File: src/rtl/debounce_filter.sv
// Purpose: debounces one bouncy level input into a clean level with rise/fall strobes.
// Latency: DEBOUNCE_LIMIT samples from first sampled step to o_Debounced change (+2 with the synchronizer).
// Backpressure: none; free-running filter that samples every i_Clk rising edge.
//
// Ports:
//   i_Clk       - system clock, rising edge
//   i_Rst_L     - asynchronous active-low reset
//   i_Bouncy    - raw input level
//   o_Debounced - filtered level (RESET_LEVEL after reset)
//   o_Rise      - one-cycle strobe on an accepted 0->1 change
//   o_Fall      - one-cycle strobe on an accepted 1->0 change
//   o_Busy      - high while a candidate change is being counted
//
// Build option: define DEBOUNCE_FILTER_SYNC_EN to put a 2-flop synchronizer
// in front of the filter, for inputs that are asynchronous to i_Clk.
module debounce_filter #(
    parameter int   DEBOUNCE_LIMIT = 250000,
    parameter logic RESET_LEVEL    = 1'b0
) (
    input  logic i_Clk,
    input  logic i_Rst_L,
    input  logic i_Bouncy,
    output logic o_Debounced,
    output logic o_Rise,
    output logic o_Fall,
    output logic o_Busy
);

    generate
        if (DEBOUNCE_LIMIT < 2) begin : g_bad_limit
            $error("debounce_filter: DEBOUNCE_LIMIT must be >= 2");
        end
    endgenerate

    localparam int            CW      = $clog2(DEBOUNCE_LIMIT);
    localparam logic [CW-1:0] CNT_MAX = CW'(DEBOUNCE_LIMIT - 1);

    logic          sample;
    logic [CW-1:0] cnt_q, cnt_d;
    logic          deb_q, deb_d;
    logic          rise_q, rise_d;
    logic          fall_q, fall_d;
    logic          busy_q, busy_d;

`ifdef DEBOUNCE_FILTER_SYNC_EN
    // Two-stage synchronizer; both stages reset to RESET_LEVEL so that
    // releasing reset never looks like a pending change.
    logic [1:0] sync_q, sync_d;

    always_comb begin
        sync_d = {sync_q[0], i_Bouncy};
    end

    always_ff @(posedge i_Clk or negedge i_Rst_L) begin
        if (!i_Rst_L) begin
            sync_q <= {2{RESET_LEVEL}};
        end else begin
            sync_q <= sync_d;
        end
    end

    assign sample = sync_q[1];
`else
    assign sample = i_Bouncy;
`endif

    // Count consecutive samples that differ from the current output. Any
    // sample matching the output restarts qualification from zero. The
    // counter stops at CNT_MAX, where the change is accepted, so it never wraps.
    always_comb begin
        cnt_d  = '0;
        deb_d  = deb_q;
        rise_d = 1'b0;
        fall_d = 1'b0;
        if (sample != deb_q) begin
            if (cnt_q == CNT_MAX) begin
                deb_d  = sample;
                rise_d = sample;
                fall_d = ~sample;
            end else begin
                cnt_d = cnt_q + 1'b1;
            end
        end
        // Registered busy tracks the count register it is stored alongside.
        busy_d = (cnt_d != '0);
    end

    always_ff @(posedge i_Clk or negedge i_Rst_L) begin
        if (!i_Rst_L) begin
            cnt_q  <= '0;
            deb_q  <= RESET_LEVEL;
            rise_q <= 1'b0;
            fall_q <= 1'b0;
            busy_q <= 1'b0;
        end else begin
            cnt_q  <= cnt_d;
            deb_q  <= deb_d;
            rise_q <= rise_d;
            fall_q <= fall_d;
            busy_q <= busy_d;
        end
    end

    assign o_Debounced = deb_q;
    assign o_Rise      = rise_q;
    assign o_Fall      = fall_q;
    assign o_Busy      = busy_q;

endmodule

File: config.mk
export PLATFORM = sky130hd
export DESIGN_NAME = debounce_filter
export DESIGN_NICKNAME = d
export VERILOG_FILES = /design/src/rtl/debounce_filter.sv
export SDC_FILE = /design/constraint.sdc
export NUM_CORES = 1
export LEC_CHECK = 0
export ABC_AREA = 1
export CAP_MARGIN = 5
export CORE_UTILIZATION = 60
export CTS_BUF_LIST = sky130_fd_sc_hd__clkbuf_16
export CTS_CLUSTER_SIZE = 25
export DETAILED_ROUTE_END_ITERATION = 10
export PLACE_DENSITY = 0.89
export SYNTH_ARGS = -nofsm -noshare
export SYNTH_HDL_FRONTEND = slang
export SYNTH_SLANG_ARGS = --single-unit
File: constraint.sdc
create_clock -name i_Clk -period 4.8 [get_ports i_Clk]
set_input_delay 1.2 -clock i_Clk [delete_from_list [all_inputs] [get_ports i_Clk]]
set_output_delay 1.2 -clock i_Clk [all_outputs]
set_load 0.01 [all_outputs]
==> results.toml, run 1 <==
[logic_synthesis]
async_flop_share = 1.00
leading_register_cell_type_out_of_synthesis = "sky130_fd_sc_hd__dfrtp_1"
synth.yosys.warnings = 0
yosysUniqueCellTypes = 24
synth_area_per_cell_um2 = 7.18
synth-seq-area-share = 0.421
postSynthNetCount = 186
post_synthesis_sequential_element_count = 22
synth_edf_count = 0
synthCells = 182
syn-cell-area_mm2 = 0.00131

[timing]
skew_ns = 0.00114
fin_hold_ws_ns = 0.485
final_max_slew_viol_count = 0
slew_headroom = 0.355
finalWorstPathRequiredPeriod_ns = 2.51
max_freq_mhz = 398
setup_viol_count_final = 0
timing_hold_violations_final = 0
fin_crit_sh = 0.523
final.setup.tns_ns = 0
worst_pin_slew_ns = 0.965
rsz_0062_raised_after_global_routing = "false"

[cts]
cts_tree = "yes"
cts.sinks = 22
numCtsBuffers = 3
root_buffer_selected_by_cts = "sky130_fd_sc_hd__clkbuf_16"
ctsHtreeMaxLevel = 1
cts.repair.resized = 0
insertion_delay_ns = 0.25
clockBufferDepth = 2
postCtsSetupBuffers = 0
cts_hold_buf = 0
cts.reportedPaths.clkPinSlew_ns = 0.06

[placed_design]
gpl.final_weighted_congestion = 0.989
placedInstanceArea_mm2 = 0.00140
post-dp-hpwl_um = 2200
port_buffers = 6

[power]
vdd.ir_drop.worst_mv = 0.243
cellInternalPower_uw = 308
net-switching-power_uw = 79.9
power_switching_share = 0.206
share_of_total_power_in_combinational_logic = 0.056
power.density_cell_area_mw_per_mm2 = 262
power_frac_seq = 0.494
power.clock.fraction = 0.450
p_leak_uw = 0.000703

[grt]
top_usage_layer = "met2"
antenna_violations_before_repair = 0
grt_start_max_net_pins = 23
globalRouteMet2Util = 0.486
met1_usage = 0.371
grt_first_pass_wirelength_um = 5240
grt.met3_usage = 0.0409
first_global_vias = 1173
grt_use_total = 0.294
grt.overflow.total = 0

[floorplanning]
die_height_um = 48.7
pin_count = 7
initial_core_util = 0.653
floorplan.die_area_mm2 = 0.00237
core_mm2 = 0.00200
fp.dieW_um = 48.7
floorplan.rows = 16

[worst_setup_path]
crit_path_start = "i_Bouncy"
required_time_of_the_worst_setup_path_ns = 4.94
reg2reg_slack_ns = 3.02
cp-start-kind = "primary input"
worst_setup_path_end_kind = "flip-flop"
timing.critical_path.arrival_ns = 2.65
timing.setup.critical_path_class = "in2reg"
r2r-start = "cnt_q[0]"
crit_fanout = 10

[cells_and_area]
mostFrequentLayoutCells = "sky130_fd_sc_hd__nand2_1 (43), sky130_fd_sc_hd__nor2_1 (28), sky130_fd_sc_hd__inv_1 (27)"
final_layout_size_suffix_gt1_frac = 0.130
post_route_design_area_mm2 = 0.00148
finalNetCount = 197
insertedDiodeCount = 0
area_growth_syn_to_layout_pct = 13.2
final_common_cell = "sky130_fd_sc_hd__nand2_1"
fin_util = 0.739

[detailed_routing]
post_drt_wl_per_cell_um = 14.1
wirelength_um = 3100
detail_route.iter0.violations = 69
dr.pass1.iters = 5
via_per_inst = 5.68
dr_total_vias = 1244
drt_drc_violations_left = 0
ant_nets = 0

[run]
drv.max_cap_violation_count = 0

[hold_path]
worst_hold_path_type = "reg2reg"
hold_path_startpoint = "cnt_q[0]"

[outcome]
status = "finished, final reports clean"
[cells by family (layout without fill, tap and decap cells)]
kind of cell,Yosys count,after routing,share of synthesized area
AOI/OAI and AO/OA,13,13,0.0575
buffers and inverters,31,41,0.0891
DFF,22,22,0.421
and+or+nand+nor,111,111,0.396
adders and majority gates,1,1,0.00958
xor gates and xnor gates,4,4,0.0268
[cell usage after synthesis (3+ instances only)]
cell type,number,share of area
sky130_fd_sc_hd__dfrtp_1,22,0.42
sky130_fd_sc_hd__inv_1,27,0.078
sky130_fd_sc_hd__inv_2,3,0.0086
sky130_fd_sc_hd__nand2_1,43,0.12
sky130_fd_sc_hd__nand2_2,6,0.029
sky130_fd_sc_hd__nand3_1,11,0.042
sky130_fd_sc_hd__nand4_1,5,0.024
sky130_fd_sc_hd__nor2_1,28,0.080
sky130_fd_sc_hd__nor2_2,10,0.048
sky130_fd_sc_hd__o21ai_0,3,0.011
sky130_fd_sc_hd__o21ai_1,4,0.015
sky130_fd_sc_hd__o21bai_1,3,0.017
[final cells by class]
| cell class | instances | area (µm²) |
|---|---|---|
| Clock inverter | 1 | 3.75 |
| Timing Repair Buffer | 6 | 60.1 |
| Clock buffer | 3 | 75.1 |
| Tap cell | 27 | 33.8 |
| Fill cell | 144 | 523 |
| Multi-Input combinational cell | 129 | 639 |
| Sequential cell | 22 | 551 |
| Inverter | 31 | 116 |
[sequential cells by signal (all words and copies together), names as in the netlist]
signal / flops
o_Debounced: 1
o_Rise: 1
o_Busy: 1
o_Fall: 1
cnt_q: 18
[layer usage]
| layer | part of all wire | up-vias |
|---|---|---|
| li1 | - | 589 |
| met1 | 0.39 | 572 |
| met2 | 0.49 | 70 |
| met3 | 0.085 | 13 |
| met4 | 0.030 | 0 |
| met5 | 0 | - |
[worst max-delay path, stage by stage]
cell                              delay, ns
sky130_fd_sc_hd__clkdlybuf4s50_1       0.47
sky130_fd_sc_hd__inv_1                 0.06
sky130_fd_sc_hd__nand2_1               0.11
sky130_fd_sc_hd__nand2_2               0.17
sky130_fd_sc_hd__o21ai_1               0.15
sky130_fd_sc_hd__nor2_1                0.06
sky130_fd_sc_hd__o21ai_1               0.11
sky130_fd_sc_hd__nand2_1               0.06
sky130_fd_sc_hd__inv_1                 0.05
sky130_fd_sc_hd__nand2_1               0.04
sky130_fd_sc_hd__nor2_1                0.09
sky130_fd_sc_hd__nand3_1               0.07
[power groups by stage]
stage,registers [µW],clock network (µW),logic (µW)
after floorplan,195,0,11.3
after global placement,194,0,20.7
after detailed placement,195,0,21.8
after CTS,191,176,22.1
after global routing,191,184,24.8
final,191,174,21.9
[path summary, 6_finish.rpt]
kind | end | depth (start not counted)
setup reg to reg | o_Busy | 10
hold reg to reg | cnt_q[0] | 1
min in group asynchronous | cnt_q[6] | 1
setup / recovery | o_Busy | 12
max in group asynchronous | cnt_q[10] | 1
hold / removal | cnt_q[0] | 1
[stage by stage]
| step | total power [µW] | worst slack [ns] | instances |
|---|---|---|---|
| floorplan | 206 | 2.71 | 182 |
| global placement | 215 | 2.13 | 215 |
| detailed placement | 216 | 2.10 | 215 |
| CTS | 389 | 2.32 | 219 |
| global route | 400 | 2.11 | 219 |
| finish | 387 | 2.29 | 219 |
(Power assumes the default switching activity.)
==> inputs of run 2 (changes only) <==
Settings changed: CORE_UTILIZATION 60 to 52, PLACE_DENSITY 0.89 to 0.82.
Clock period 4.8 ns to 2.05 ns, I/O delays scaled along.
==> run 2 against run 1 <==
  * Global-route usage down 3.1 points
  * Final cell count up 0.91%
  * Combinational power up 150%
  * Die area up 15%
  * Largest cell class unchanged
  * Sequential power up 130%
  * Clock power up 130%
  * Total power up 130%
  * Setup slack worse by 2.0 ns
  * Routed wire length down 5.2%
  * First-iteration DRC count down 48%
  * Final area up 0.85%
==> results.toml, run 2 (synthesis gave the netlist of run 1 again) <==
[outcome]
status = "finished, final reports clean"

[power]
power_frac_seq = 0.495
power_switching_share = 0.205
cellInternalPower_uw = 720
net-switching-power_uw = 186
share_of_total_power_in_combinational_logic = 0.060
vdd.ir_drop.worst_mv = 0.493
power.density_cell_area_mw_per_mm2 = 608
p_leak_uw = 0.000711
power.clock.fraction = 0.445

[timing]
slew_headroom = 0.811
fin_hold_ws_ns = 0.501
fin_crit_sh = 0.862
max_freq_mhz = 566
finalWorstPathRequiredPeriod_ns = 1.77
setup_viol_count_final = 0
final_max_slew_viol_count = 0
final.setup.tns_ns = 0
worst_pin_slew_ns = 0.284
timing_hold_violations_final = 0
rsz_0062_raised_after_global_routing = "false"
skew_ns = 0.00281

[worst_setup_path]
critical_path_buf_inv_count = 3
crit_fanout = 8
timing.critical_path.mode_cell = "sky130_fd_sc_hd__nand2_1"
cp-start-kind = "primary input"
required_time_of_the_worst_setup_path_ns = 2.19
critPathMaxStageDelay_ns = 0.48
crit_family = "buffers and inverters"
timing.critical_path.arrival_ns = 1.90
worst_setup_path_end_kind = "flip-flop"
timing.setup.critical_path_class = "in2reg"
crit_slowest_cell = "sky130_fd_sc_hd__clkdlybuf4s50_1"
crit_chain = "clkdlybuf4s50_1 -> inv_1 -> nand2_1 -> nand2_2 -> o21ai_1 -> nor2_1 -> o21ai_1 -> nand2_1 -> inv_1 -> nand2_1 -> nor2_1 -> nand3_1"

[floorplanning]
die_height_um = 52.1
fp.dieW_um = 52.1
initial_core_util = 0.569
floorplan.die_area_mm2 = 0.00272
floorplan.rows = 17
pin_count = 7
core_mm2 = 0.00230

[cts]
insertion_delay_ns = 0.25
cts_hold_buf = 0
numCtsBuffers = 3
cts.repair.resized = 0
root_buffer_selected_by_cts = "sky130_fd_sc_hd__clkbuf_16"
ctsHtreeMaxLevel = 1
postCtsSetupBuffers = 0
clockBufferDepth = 2
cts.sinks = 22
cts.reportedPaths.clkPinSlew_ns = 0.06
cts_tree = "yes"

[detailed_routing]
detail_route.iter0.violations = 36
drt_drc_violations_left = 0
post_drt_wl_per_cell_um = 13.3
ant_nets = 0
dr_total_vias = 1207
via_per_inst = 5.46
dr.pass1.iters = 4
wirelength_um = 2930

[grt]
antenna_violations_before_repair = 0
grt.overflow.total = 0
grt_first_pass_wirelength_um = 4970
grt_start_max_net_pins = 23
first_global_vias = 1137
grt_use_total = 0.263

[hold_path]
worst_hold_path_type = "reg2reg"

[placed_design]
post-dp-hpwl_um = 2140
port_buffers = 6
gpl.final_weighted_congestion = 0.926

[cells_and_area]
final_common_cell = "sky130_fd_sc_hd__nand2_1"
total_of_fill_cells_in_the_finished_design = 178
final_layout_size_suffix_gt1_frac = 0.140
area_growth_syn_to_layout_pct = 14.2
finalNetCount = 199
largest_reg_flops = 18
registers.top_by_ff_count = "cnt_q"
mostFrequentLayoutCells = "sky130_fd_sc_hd__nand2_1 (43), sky130_fd_sc_hd__nor2_1 (28), sky130_fd_sc_hd__inv_1 (27)"
insertedDiodeCount = 0

[run]
drv.max_cap_violation_count = 0
run 2: layout make-up:
cell class | count | area (µm²) | area share
well taps | 28 | 35.0 | 0.0235
repair buffers | 8 | 75.1 | 0.0503
flip-flops and latches | 22 | 551 | 0.369
clock buffers | 3 | 75.1 | 0.0503
multi-input cells | 129 | 639 | 0.429
inverters | 31 | 116 | 0.0780
run 2: worst reg2reg max path, cell delays in order, from the launching register on:
cell and delay, ns:
sky130_fd_sc_hd__dfrtp_1 0.40, sky130_fd_sc_hd__ha_1 0.24, sky130_fd_sc_hd__nand3_2 0.16, sky130_fd_sc_hd__nor2_2 0.14, sky130_fd_sc_hd__nand2_2 0.12, sky130_fd_sc_hd__nand2_4 0.15
sky130_fd_sc_hd__nor2_2 0.07, sky130_fd_sc_hd__nor2_1 0.12, sky130_fd_sc_hd__nand2_1 0.07, sky130_fd_sc_hd__nor2_1 0.10, sky130_fd_sc_hd__nand3_1 0.08
run 2: final timing paths:
kind,startpoint,cells after the start,slack [ns],end
worst max register to register,cnt_q[0],10,0.29,o_Busy
worst min-delay path,cnt_q[0],1,0.50,cnt_q[0]
worst min register to register,cnt_q[0],1,0.50,cnt_q[0]
worst max-delay path,i_Bouncy,12,0.28,o_Busy
max in group asynchronous,i_Rst_L,2,1.21,cnt_q[1]
min in group asynchronous,i_Rst_L,2,0.61,cnt_q[10]
run 2: power by group through the flow:
| stage | Combinational (µW) | Sequential [µW] | Clock [µW] |
|---|---|---|---|
| after global placement | 52.5 | 455 | 0 |
| final | 54.4 | 448 | 404 |
| after detailed placement | 54.3 | 456 | 0 |
| after global routing | 61.1 | 449 | 428 |
| after floorplan | 26.3 | 456 | 0 |
| after CTS | 54.7 | 448 | 412 |
run 2: stage by stage:
| step | power (µW) | cells | utilization | area (µm²) | worst slack [ns] |
|---|---|---|---|---|---|
| after floorplan | 482 | 182 | - | 1310 | 0.563 |
| after global placement | 508 | 218 | 0.617 | 1420 | 0.0910 |
| after detailed placement | 510 | 218 | 0.617 | 1420 | 0.0538 |
| after CTS | 915 | 221 | 0.649 | 1490 | 0.301 |
| after global routing | 938 | 221 | 0.649 | 1490 | 0.142 |
| final | 906 | 221 | 0.649 | 1490 | 0.282 |
run 2: routing by layer:
| layer | up-vias | part of all wire | GRT usage |
|---|---|---|---|
| met3 | 11 | 0.055 | 0.0468 |
| met5 | - | 0 | 0 |
| met2 | 44 | 0.49 | 0.429 |
| met1 | 562 | 0.42 | 0.322 |
| li1 | 590 | - | - |
| met4 | 0 | 0.034 | 0.153 |
